## src/rtl/ds1302_time_reader_if.sv

```systemverilog
// DS1302 3-wire pin bundle plus the decoded time outputs of ds1302_time_reader.
// Latency: none, wiring only.
// Backpressure: none; time_valid is a one-cycle pulse the consumer must take.
interface ds1302_time_reader_if;
    logic       enable;
    logic       ce;
    logic       sclk;
    logic       dat_out;
    logic       dat_oe;
    logic       dat_in;
    logic [7:0] hr;
    logic [7:0] min;
    logic [7:0] sec;
    logic       time_valid;
    logic       busy;

    modport master (
        input  enable, dat_in,
        output ce, sclk, dat_out, dat_oe, hr, min, sec, time_valid, busy
    );

    modport slave (
        output enable, dat_in,
        input  ce, sclk, dat_out, dat_oe, hr, min, sec, time_valid, busy
    );
endinterface

```

## src/rtl/ds1302_time_reader.sv

```systemverilog
// Polls a DS1302 RTC with a clock burst read and presents hr/min/sec as packed BCD.
// Latency: 68*CLK_DIV cycles from busy rising to the time_valid pulse.
// Backpressure: none; outputs update atomically on the time_valid pulse and hold otherwise.
module ds1302_time_reader #(
    parameter int CLK_DIV     = 100,
    parameter int POLL_CYCLES = 5_000_000
) (
    input  logic                 clk,
    input  logic                 rst_n,
    ds1302_time_reader_if.master bus
);
    // Clock burst read command, shifted out LSB first.
    localparam logic [7:0] CMD_BURST_READ = 8'hBF;

    localparam int DIV_W  = (CLK_DIV > 1) ? $clog2(CLK_DIV) : 1;
    localparam int POLL_W = $clog2(POLL_CYCLES + 1);

    localparam logic [DIV_W-1:0]  DIV_TC  = DIV_W'(CLK_DIV - 1);
    localparam logic [POLL_W-1:0] POLL_TC = POLL_W'(POLL_CYCLES);

    typedef enum logic [2:0] {
        IDLE,
        SETUP,
        CMD,
        READ,
        HOLD,
        DONE
    } state_t;

    state_t            state;
    logic [DIV_W-1:0]  div_cnt;
    logic [POLL_W-1:0] poll_cnt;
    logic [4:0]        bit_cnt;
    // 0 = first half-period of the current slot (sclk low), 1 = second half.
    logic              phase;
    logic [23:0]       shift;
    logic              div_tc;
    logic              cmd_next;

    assign div_tc   = (div_cnt == DIV_TC);
    assign cmd_next = CMD_BURST_READ[bit_cnt[2:0] + 3'd1];

    // Transaction sequencer: every step outside IDLE/DONE lands on a half-period terminal count.
    always_ff @(posedge clk or negedge rst_n) begin
        if (!rst_n) begin
            state          <= IDLE;
            div_cnt        <= '0;
            poll_cnt       <= POLL_TC;
            bit_cnt        <= '0;
            phase          <= 1'b0;
            shift          <= '0;
            bus.ce         <= 1'b0;
            bus.sclk       <= 1'b0;
            bus.dat_out    <= 1'b0;
            bus.dat_oe     <= 1'b0;
            bus.hr         <= 8'h00;
            bus.min        <= 8'h00;
            bus.sec        <= 8'h00;
            bus.time_valid <= 1'b0;
            bus.busy       <= 1'b0;
        end else begin
            if (state != IDLE && state != DONE) begin
                div_cnt <= div_tc ? '0 : div_cnt + 1'b1;
            end

            case (state)
                IDLE: begin
                    if (bus.enable && (poll_cnt >= POLL_TC)) begin
                        state    <= SETUP;
                        phase    <= 1'b0;
                        div_cnt  <= '0;
                        bus.ce   <= 1'b1;
                        bus.busy <= 1'b1;
                    end else if (poll_cnt < POLL_TC) begin
                        poll_cnt <= poll_cnt + 1'b1;
                    end
                end

                // CE high with SCLK low for two half-periods before the first bit.
                SETUP: begin
                    if (div_tc) begin
                        if (!phase) begin
                            phase <= 1'b1;
                        end else begin
                            phase       <= 1'b0;
                            state       <= CMD;
                            bit_cnt     <= '0;
                            bus.dat_oe  <= 1'b1;
                            bus.dat_out <= CMD_BURST_READ[0];
                        end
                    end
                end

                // Data is set up in the low half and held through the high half.
                CMD: begin
                    if (div_tc) begin
                        if (!phase) begin
                            phase    <= 1'b1;
                            bus.sclk <= 1'b1;
                        end else begin
                            phase    <= 1'b0;
                            bus.sclk <= 1'b0;
                            if (bit_cnt == 5'd7) begin
                                state       <= READ;
                                bit_cnt     <= '0;
                                bus.dat_oe  <= 1'b0;
                                bus.dat_out <= 1'b0;
                            end else begin
                                bit_cnt     <= bit_cnt + 1'b1;
                                bus.dat_out <= cmd_next;
                            end
                        end
                    end
                end

                // Sample on the last clk of each low half; bytes arrive LSB first, so shift right.
                READ: begin
                    if (div_tc) begin
                        if (!phase) begin
                            phase    <= 1'b1;
                            bus.sclk <= 1'b1;
                            shift    <= {bus.dat_in, shift[23:1]};
                        end else begin
                            phase    <= 1'b0;
                            bus.sclk <= 1'b0;
                            if (bit_cnt == 5'd23) begin
                                state   <= HOLD;
                                bit_cnt <= '0;
                            end else begin
                                bit_cnt <= bit_cnt + 1'b1;
                            end
                        end
                    end
                end

                // Keep CE up one half-period after the last SCLK fall, then drop it for one.
                HOLD: begin
                    if (div_tc) begin
                        if (!phase) begin
                            phase  <= 1'b1;
                            bus.ce <= 1'b0;
                        end else begin
                            phase          <= 1'b0;
                            state          <= DONE;
                            bus.time_valid <= 1'b1;
                            bus.sec        <= shift[7:0]   & 8'h7F;
                            bus.min        <= shift[15:8]  & 8'h7F;
                            bus.hr         <= shift[23:16] & 8'h3F;
                        end
                    end
                end

                DONE: begin
                    bus.time_valid <= 1'b0;
                    bus.busy       <= 1'b0;
                    poll_cnt       <= '0;
                    state          <= IDLE;
                end

                default: begin
                    state <= IDLE;
                end
            endcase
        end
    end
endmodule

```

## src/flat_wrapper.sv

```systemverilog
// flat-port wrapper written by rule: the top's interface ports become plain ports
module ds1302_time_reader_flat 
#(
    parameter int CLK_DIV     = 100,
    parameter int POLL_CYCLES = 5_000_000
)
  (clk, rst_n, bus_enable, bus_dat_in, bus_ce, bus_sclk, bus_dat_out, bus_dat_oe, bus_hr, bus_min, bus_sec, bus_time_valid, bus_busy);
  ds1302_time_reader_if bus_i ();
  input  logic clk;
  input  logic rst_n;
  input wire logic [$bits(bus_i.enable)-1:0] bus_enable;
  input wire logic [$bits(bus_i.dat_in)-1:0] bus_dat_in;
  output wire logic [$bits(bus_i.ce)-1:0] bus_ce;
  output wire logic [$bits(bus_i.sclk)-1:0] bus_sclk;
  output wire logic [$bits(bus_i.dat_out)-1:0] bus_dat_out;
  output wire logic [$bits(bus_i.dat_oe)-1:0] bus_dat_oe;
  output wire logic [$bits(bus_i.hr)-1:0] bus_hr;
  output wire logic [$bits(bus_i.min)-1:0] bus_min;
  output wire logic [$bits(bus_i.sec)-1:0] bus_sec;
  output wire logic [$bits(bus_i.time_valid)-1:0] bus_time_valid;
  output wire logic [$bits(bus_i.busy)-1:0] bus_busy;
  assign bus_i.enable = bus_enable;
  assign bus_i.dat_in = bus_dat_in;
  assign bus_ce = bus_i.ce;
  assign bus_sclk = bus_i.sclk;
  assign bus_dat_out = bus_i.dat_out;
  assign bus_dat_oe = bus_i.dat_oe;
  assign bus_hr = bus_i.hr;
  assign bus_min = bus_i.min;
  assign bus_sec = bus_i.sec;
  assign bus_time_valid = bus_i.time_valid;
  assign bus_busy = bus_i.busy;
  ds1302_time_reader #(.CLK_DIV(CLK_DIV), .POLL_CYCLES(POLL_CYCLES)) u_core (.clk(clk), .rst_n(rst_n), .bus(bus_i));
endmodule
```

## config.mk

```make
export PLATFORM = sky130hd
export DESIGN_NAME = ds1302_time_reader_flat
export DESIGN_NICKNAME = d
export VERILOG_FILES = /design/src/rtl/ds1302_time_reader_if.sv /design/src/rtl/ds1302_time_reader.sv /design/src/flat_wrapper.sv
export SDC_FILE = /design/constraint.sdc
export NUM_CORES = 1
export LEC_CHECK = 0
export ABC_AREA = 1
export CAP_MARGIN = 20
export CELL_PAD_IN_SITES_DETAIL_PLACEMENT = 0
export CELL_PAD_IN_SITES_GLOBAL_PLACEMENT = 2
export CORE_ASPECT_RATIO = 0.75
export CORE_UTILIZATION = 39
export CTS_BUF_LIST = sky130_fd_sc_hd__clkbuf_2 sky130_fd_sc_hd__clkbuf_4 sky130_fd_sc_hd__clkbuf_8
export CTS_CLUSTER_SIZE = 10
export DETAILED_ROUTE_END_ITERATION = 8
export PLACE_DENSITY = 0.85
export SYNTH_ARGS = -nofsm -noshare
export SYNTH_HDL_FRONTEND = slang
export SYNTH_SLANG_ARGS = --single-unit
```

## constraint.sdc

```tcl
create_clock -name clk -period 2.5 [get_ports clk]
set_clock_uncertainty 0.15 [all_clocks]
set_input_delay 0.625 -clock clk [delete_from_list [all_inputs] [get_ports clk]]
set_output_delay 0.625 -clock clk [all_outputs]
set_load 0.02 [all_outputs]
```

* Yosys cells after proc, flatten, opt, wreduce, memory -nomap -nowiden
Memories as Yosys holds them, arrays and structs flattened. Cells that the tools add are included.
Cells by class: add/subtract/negate cells 4, $mul 0, divide/modulo/power cells 0, order comparisons 3, equality and inequality tests 24, shift operators 0, multiplexer cells 49, bitwise gates (word level) 1, reduce and logical (&&, ||, !) cells 24
Operator list (number):
- $mux W23 | 2
- $pmux W23 S2 | 1
- $mux W5 | 8
- $mux W3 | 11
- $mux W7 | 4
- $ne A2 B1 Y1 const B | 13
- $add A23 B1 Y23 const B | 1
- $ge A23 B23 Y1 const B | 1
- $lt A23 B23 Y1 const B | 1
- $mux W1 | 15
- $pmux W3 S5 | 1
- $pmux W5 S3 | 1
- $reduce_and A3 Y1 | 5
- $pmux W1 S2 | 6
- $reduce_and A11 Y1 | 1
- $reduce_bool A2 Y1 | 5
- $add A7 B1 Y7 const B | 1
- $eq A7 B7 Y1 const B | 1
- $reduce_and A7 Y1 | 1
- $eq A3 B2 Y1 const B | 2
- $eq A3 B3 Y1 const B | 2
- $reduce_and A6 Y1 | 1
- $reduce_bool A3 Y1 | 2
- $add A5 B1 Y5 const B | 1
- other kinds (15) | 18
Word-level totals: register bits after elaboration 89, bits in latches 0, RAM bits 0, ROM bits 8, bits of input ports 4, output and inout bits 30, memories kept 1
Memory list:
- (name not given) | words 8, bits a word 1, read ports 1, clocked after memory_dff 0, wr ports 0, RTL line ds1302_time_reader.sv:41 | assign cmd_next = CMD_BURST_READ[bit_cnt[2:0] + 3'd1];

* Longest topological paths before layout
Gate-level depths: netlist (run 1).
word-level depth 7, gate-level depth with buffers 11, depth with buffers taken out 11

* Worst setup path after synthesis (run 1)
Ideal clock, no wire load.
kind flip-flop to flip-flop, start point register u_core.div_cnt[0], end point register u_core.bus.sec[0], setup time 0.125 ns, arrival 1.395 ns, required time 2.225 ns, path slack 0.830 ns, stages on the path, launching flop included 9, path buffers 1, clock period less this slack 1.670 ns, path through dfrtp_1 ha_1 nand2_2 nor2_8 nand2_4 inv_2 nand2_2 buf_6 mux2_4
Between the ends: longest elaborated chain between the ends 2
RTL lines:
- start: declaration | RTL line ds1302_time_reader.sv:31 | logic [DIV_W-1:0] div_cnt;
- start signal: assignment | RTL line ds1302_time_reader.sv:63 | div_cnt <= div_tc ? '0 : div_cnt + 1'b1;
- $eq A7 B7 Y1 | RTL line ds1302_time_reader.sv:40 | assign div_tc = (div_cnt == DIV_TC);
- $reduce_and A3 Y1 (no source line)
- end signal: assignment | RTL line ds1302_time_reader.sv:146 | bus.sec <= shift[7:0] & 8'h7F;
- end: declaration | RTL line ds1302_time_reader_if.sv:19 | output ce, sclk, dat_out, dat_oe, hr, min, sec, time_valid, busy
No other way between the ends. A chain may end at the register's enable or synchronous reset.

* Final worst setup path (run 1)
start point register u_core.bus.hr[1], end point output bus_hr[1]
RTL lines:
- start: declaration | RTL line ds1302_time_reader_if.sv:19
- start signal: assignment | RTL line ds1302_time_reader.sv:148 | bus.hr <= shift[23:16] & 8'h3F;
- end: declaration | RTL line flat_wrapper.sv:17 | output wire logic [$bits(bus_i.hr)-1:0] bus_hr;
No word-level cell between the ends.

==> run metrics, run 1 <==
gr usage total=17.64%; most common cell in the synthesized netlist=nand2_1; Min-Delay Path Class=reg -> reg; synthesis-stage register bit count=89; final max-slew violation count=0; critical setup path kind=reg -> out; crit path cell chain=clkdlybuf4s50_1; GR Overflow Total=0; synthesized area=0.004706 sq mm; Largest stage delay, worst path=0.64 ns; power consumption=2.524 mW; fmax=468.7 MHz; row cnt=34; worst slack, placed=0.4214 ns; # fillers=1,218; Clock Path Buffers=2; Post-Synthesis Cells=586; Die Y=97.13 um; die area=0.01251 sq mm; met3 GRT Util=4.130%; Clock Pin Slew Worst Setup and Hold Paths=0.09 ns; H-Tree Depth=3; final worst slack=0.3664 ns; met2 GRT Util=25.49%; leading area contributor after synthesis=dfrtp_1; status=completed; R2R cell count=11; hold path startpoint=u_core.bus.busy; antenna-violating nets left=0; crit path buf inv count=1; clock sinks=89; WL per Instance=12.64 um; number of global-route vias before repair=3,569; WL final=9858 um; Ports=34; final setup vio count=0; P_leak=2.371 nW; main area contributors after synthesis=dfrtp_1 43%, nand2_1 14%, inv_1 4.6%; Worst EP required=1.73 ns; ant diodes=0; crit-path leading delay family=buffers and inverters; Die Wd=128.8 um; initial antenna violation count=0; r2r setup slk=0.39 ns; Data arrival, critical path=1.36 ns; CTS tree=built; Post-route DRC=0; Yosys cell types=39; hold path endpoint=u_core.bus.busy; layout cells sized above 1=13.27%; Post-synth top cells=177 x nand2_1, 81 x dfrtp_1, 58 x inv_1; Initial Utilization=40.37%; Detailed Route Iter0 Violations=227; Post-CTS Setup Inserts=0; RR Endpoint=u_core.poll_cnt[19]; Yosys top cell area share=43.07%; Worst-Skew Late Latency=0.36 ns; PortBufs=29; first drt pass iteration count=4; Post-synth EDFFs=0; Core Region=0.01166 sq mm; Synth Warn #=0; Crit Path Max Fanout=2; GRT met1 Usage=26.07%; Num CTS Buffers=9; Fin Setup TNS=0 ns; GR peak layer=met1; RSZ-0062 raised after global routing=no; first-pass GRT wire length=17,320 um; slowest stage cell, crit path=clkdlybuf4s50_1; RR Startpoint=u_core.poll_cnt[14]; post-detail-place hpwl=7004 um; pin count of the biggest net entering global routing=49; peak supply drop=219.7 uV; Final Cycle Share=85.34%; gpl congestion=0.8130; CP endpoint kind=output pin; Root Driver=clkbuf_8; Hold Path Stages=2; final net count=622; sequential fraction of the synthesis area=47.54%; CP Launch Type=register; PwrDens=473.8 mW/mm^2; Fin. Hold Viols=0; Avg Inst Size Synth=8.030 sq um; vias per cell=4.726; area grow syn2layout=13.21%; Vias=3,686; Post-synth ARST share=100.0%; Primary FF master, synth=dfrtp_1; final worst path period need=2.134 ns; max-cap viol count=0
cell families (layout without fill, tap and decap cells):
logic type               count (synthesis)  after routing  synth area share [%]
AO/OA/AOI/OAI                           87             87                 11.17
flip-flops                              89             89                 47.54
adder cells (fa/ha/maj)                  5              5                 1.329
multiplexers                             1              1                0.3190
buffers and inverters                   87            116                 8.642
AND/OR/NAND/NOR                        301            301                 28.13
XOR/XNOR                                15             15                 2.792
other                                    1              4               0.07969
cell usage in the layout (no fill, tap or decap), types with 2 or more instances in the layout:
| cell type | instances |
|---|---|
| dfrtp_1 | 81 |
| nand3_2 | 5 |
| nor3_1 | 4 |
| nand4_1 | 6 |
| conb_1 | 4 |
| xnor2_1 | 6 |
| nor2_4 | 3 |
| o21ai_0 | 22 |
| or2_2 | 4 |
| xor2_1 | 9 |
| inv_1 | 58 |
| buf_12 | 2 |
| dfstp_2 | 8 |
| ha_1 | 5 |
| clkbuf_8 | 10 |
| inv_6 | 2 |
| nor2_2 | 5 |
| nand2_4 | 2 |
| nand2_2 | 4 |
| nand2_1 | 177 |
| nand3_1 | 36 |
| a21oi_1 | 10 |
| o21ai_1 | 31 |
| clkdlybuf4s50_1 | 28 |
| clkinv_2 | 2 |
| inv_2 | 5 |
| nor2_1 | 51 |
| o21ai_2 | 17 |
| buf_4 | 6 |
per-layer routing:
layer  up-vias  part of all wire, %  wire [um]
li1       1898                    -          -
met3        10                  3.8        373
met4         0                  1.2        115
met1      1720                   52       5162
met2        58                   43       4206
met5         -                    0          0
cell type report:
class,count,area [sq um],share of cell area (%)
flip-flops and latches,89,2237,41.99
multi-input cells,413,2073,38.92
repair buffers,37,375.4,7.046
inverters,63,236.5,4.439
well taps,162,202.7,3.805
clock buffers,10,137.6,2.583
clock inverters,6,65.06,1.221
repair_timing:
action / CTS / global route
resized for setup: 0 / 0
hold buffers: 1 / 0
endpoints found under the hold margin: 17 / 0
where the power goes:
| group | switching, mW | total [mW] | internal (mW) |
|---|---|---|---|
| sequential | 0.000248 | 1.44 | 1.44 |
| combinational | 0.0356 | 0.0451 | 0.00943 |
| clock | 0.546 | 1.04 | 0.494 |
| total | 0.582 | 2.52 | 1.94 |
sequential cells by signal, summed over array words and instances (netlist names):
register / count
u_core.bit_cnt: 5
u_core.bus.busy: 1
u_core.bus.ce: 1
u_core.bus.dat_oe: 1
u_core.bus.dat_out: 1
u_core.bus.hr: 6
u_core.bus.min: 7
u_core.bus.sclk: 1
u_core.bus.sec: 7
u_core.bus.time_valid: 1
u_core.div_cnt: 7
u_core.phase: 1
u_core.poll_cnt: 23
u_core.shift: 24
u_core.state: 3
worst max-delay path by stage:
stage | slack [ns] | startpoint | cells after the start | to
after floorplan | 0.83 | u_core.div_cnt[0] | 8 | u_core.bus.sec[0]
after global placement | 0.48 | u_core.poll_cnt[8] | 11 | u_core.poll_cnt[16]
after detailed placement | 0.42 | u_core.poll_cnt[14] | 11 | u_core.poll_cnt[19]
after CTS | 0.34 | u_core.bus.hr[1] | 1 | bus_hr[1]
after global routing | 0.24 | u_core.poll_cnt[9] | 11 | u_core.poll_cnt[10]
final | 0.37 | u_core.bus.hr[1] | 1 | bus_hr[1]
metrics by stage:
stage | instance area [sq um] | hold WS, ns | std cells | utilization, %
5_1_grt | 5328 | 0.3722 | 780 | 45.71
3_3_place_gp | 5115 | 0.3035 | 763 | 43.88
3_5_place_dp | 5115 | 0.3122 | 763 | 43.88
2_1_floorplan | 4717 | 0.1794 | 589 | -
6_report | 5328 | 0.3332 | 780 | 45.71
4_1_cts | 5328 | 0.3363 | 780 | 45.71
Power figures use the tool's default switching activity.
==> run 2: changes to the inputs <==
--- a/config.mk
+++ b/config.mk
@@ -10,11 +10,11 @@
 export CELL_PAD_IN_SITES_DETAIL_PLACEMENT = 0
 export CELL_PAD_IN_SITES_GLOBAL_PLACEMENT = 2
 export CORE_ASPECT_RATIO = 0.75
-export CORE_UTILIZATION = 39
+export CORE_UTILIZATION = 37
 export CTS_BUF_LIST = sky130_fd_sc_hd__clkbuf_2 sky130_fd_sc_hd__clkbuf_4 sky130_fd_sc_hd__clkbuf_8
 export CTS_CLUSTER_SIZE = 10
 export DETAILED_ROUTE_END_ITERATION = 8
-export PLACE_DENSITY = 0.85
+export PLACE_DENSITY = 0.81
 export SYNTH_ARGS = -nofsm -noshare
 export SYNTH_HDL_FRONTEND = slang
 export SYNTH_SLANG_ARGS = --single-unit
==> constraint.sdc (replaced) <==
create_clock -name clk -period 2.1 [get_ports clk]
set_clock_uncertainty 0.15 [all_clocks]
set_input_delay 0.525 -clock clk [delete_from_list [all_inputs] [get_ports clk]]
set_output_delay 0.525 -clock clk [all_outputs]
set_load 0.02 [all_outputs]
==> run 2 against run 1 <==
Net effect: global-route usage down 1.1 points; largest power group unchanged; utilization down 2.2 points; via count down 1.5%; critical path depth unchanged; worst setup slack worse by 0.30 ns; register-to-register slack worse by 0.18 ns; routed wire length up 3.3%; largest cell class unchanged; sequential power up 19%; final cell count up 0.90%; power up 17%.
==> run metrics, run 2 (synthesis gave the netlist of run 1 again) <==
Clock Power Share=40.2% (-1.0 points); Crit Path Max Fanout=2 (unchanged); crit path buf inv count=1 (unchanged); vias per cell=4.611 (-2.4%); clock sinks=89 (unchanged); peak supply drop=250.3 uV (+14%); critical setup path kind=reg -> out; Detailed Route Iter0 Violations=179 (-21%); max-cap viol count=0 (unchanged); Clock Path Buffers=2 (unchanged); Largest stage delay, worst path=0.62 ns (-0.02 ns); Comb pwr share=1.9% (about the same); H-Tree Depth=3 (unchanged); CP Launch Type=register; most frequent cells in the layout=177 x nand2_1, 81 x dfrtp_1, 58 x inv_1; sw power=0.7617 mW (+31%); crit-path leading delay family=buffers and inverters; die area=0.01318 sq mm (+5.3%); first drt pass iteration count=4 (unchanged); worst hold slack=0.3295 ns (-0.003721 ns); gpl congestion=0.8034 (-1.2%); placed inst area=0.005142 sq mm (+0.54%); Die Wd=132.2 um (+2.6%); number of global-route vias before repair=3,488 (-2.3%); gr usage total=16.56% (-1.1 points); post-layout util=43.50% (-2.2 points); WL per Instance=12.94 um (+2.4%); Biggest register=u_core.shift; Die Y=99.67 um (+2.6%); WL final=10,180 um (+3.3%); Fin. Hold Viols=0 (unchanged); P_leak=2.463 nW (+3.9%); Worst-Skew Late Latency=0.37 ns (about the same); GR Overflow Total=0 (unchanged); Final Cycle Share=97.07%; Core Region=0.01235 sq mm (+5.9%); post-route cell area=0.005371 sq mm (+0.82%); final net count=625 (+0.48%); switch share=25.70% (+2.7 points); PortBufs=29 (unchanged); Initial Utilization=38.11% (-2.3 points); Root Driver=clkbuf_8; Num CTS Buffers=9 (unchanged); Vias=3,629 (-1.5%); initial antenna violation count=0 (unchanged); final max-slew violation count=0 (unchanged); first-pass GRT wire length=17,280 um (-0.20%); area grow syn2layout=14.15%; antenna-violating nets left=0 (unchanged); crit path cell chain=clkdlybuf4s50_1; status=completed; PwrDens=551.9 mW/mm^2 (+16%); Ports=34 (unchanged); most common cell after layout, fill and taps aside=nand2_1; CTS tree=built; post-detail-place hpwl=7220 um (+3.1%); internal power=2.203 mW (+13%); RSZ-0062 raised after global routing=no; pin count of the biggest net entering global routing=49 (unchanged); CP endpoint kind=output pin; Largest register FFs=24 (unchanged); row cnt=35 (+2.9%); ant diodes=0 (unchanged); Fin Setup TNS=0 ns (unchanged); Regs by FF count=u_core.shift: 24 flops, u_core.poll_cnt: 23 flops; Data arrival, critical path=1.36 ns (about the same); layout cells sized above 1=13.69% (+0.42 points); Flop pwr share=57.8% (+0.8 points); Min-Delay Path Class=reg -> reg; Post-route DRC=0 (unchanged); slowest stage cell, crit path=clkdlybuf4s50_1; Clock Pin Slew Worst Setup and Hold Paths=0.11 ns (+0.02 ns); fmax=490.6 MHz; final worst path period need=2.038 ns; final setup vio count=0 (unchanged); Worst EP required=1.42 ns (-0.31 ns)
[run 2: changes by cell type in the layout (fill, tap and decap cells not counted), sizes merged]
cell           change
clkbuf             -1
inv                +3
clkdlybuf4s50      -4
buf                +3
clkinvlp           -1
bufinv             -1
dlymetal6s2s       +4
[run 2: layout make-up]
class / count / area (sq um)
Timing Repair Buffer: 40 / 407.9
Clock buffer: 9 / 123.9
Fill cell: 1294 / 6978
Clock inverter: 7 / 76.32
Multi-Input combinational cell: 413 / 2082
Inverter: 63 / 236.5
Sequential cell: 89 / 2237
Tap cell: 166 / 207.7
[run 2: layer usage]
layer | track usage [%] | routed length [um] | up-vias
li1 | - | - | 1904
met1 | 24.83 | 5609 | 1668
met2 | 23.85 | 4155 | 52
met3 | 3.670 | 360 | 5
met4 | 4.421 | 59 | 0
met5 | 0 | 0 | -
[run 2: power by group through the flow]
stage	clock network, mW	logic, mW	registers [mW]
final	1.19	0.0566	1.71
after global routing	1.30	0.0658	1.72
after CTS	1.25	0.0599	1.71
after detailed placement	0	0.0587	1.75
after global placement	0	0.0578	1.75
after floorplan	0	0.0129	1.75
[run 2: tightest hold or removal path, stage by stage, from the launching register on]
cell,delay (ns)
dfrtp_1,0.36
nand2_1,0.05
nand2_1,0.04
[run 2: timing repair]
item / 4_1_cts / 5_1_grt
hold buffers: 1 / 0
endpoints found under the setup margin: 0 / 6
resized for setup: 0 / 5
endpoints found under the hold margin: 21 / 0
setup buffers: 0 / 0
[run 2: final timing paths]
check | start | slack, ns | endpoint | cells past startpoint
max in group asynchronous | rst_n | 0.70 | u_core.poll_cnt[6] | 3
min in group asynchronous | rst_n | 0.47 | u_core.div_cnt[3] | 2
worst min-delay path | u_core.bus.busy | 0.33 | u_core.bus.busy | 2
worst min register to register | u_core.bus.busy | 0.33 | u_core.bus.busy | 2
worst max register to register | u_core.poll_cnt[11] | 0.21 | u_core.poll_cnt[14] | 11
worst max-delay path | u_core.bus.sec[6] | 0.06 | bus_sec[6] | 1
[run 2: per-stage QoR]
step | power, mW | instances | setup slack, ns
global route | 3.086 | 787 | 0.004778
floorplan | 1.761 | 589 | 0.4304
finish | 2.964 | 787 | 0.06150
global placement | 1.805 | 770 | 0.1878
detailed placement | 1.806 | 770 | 0.1744
CTS | 3.023 | 787 | 0.01831
==> run 3: changes to the inputs <==
--- a/config.mk
+++ b/config.mk
@@ -18,3 +18,4 @@
 export SYNTH_ARGS = -nofsm -noshare
 export SYNTH_HDL_FRONTEND = slang
 export SYNTH_SLANG_ARGS = --single-unit
+export TNS_END_PERCENT = 20
==> results of run 3 <==
No change in the layout: final DEF, timing and power equal those of run 2.
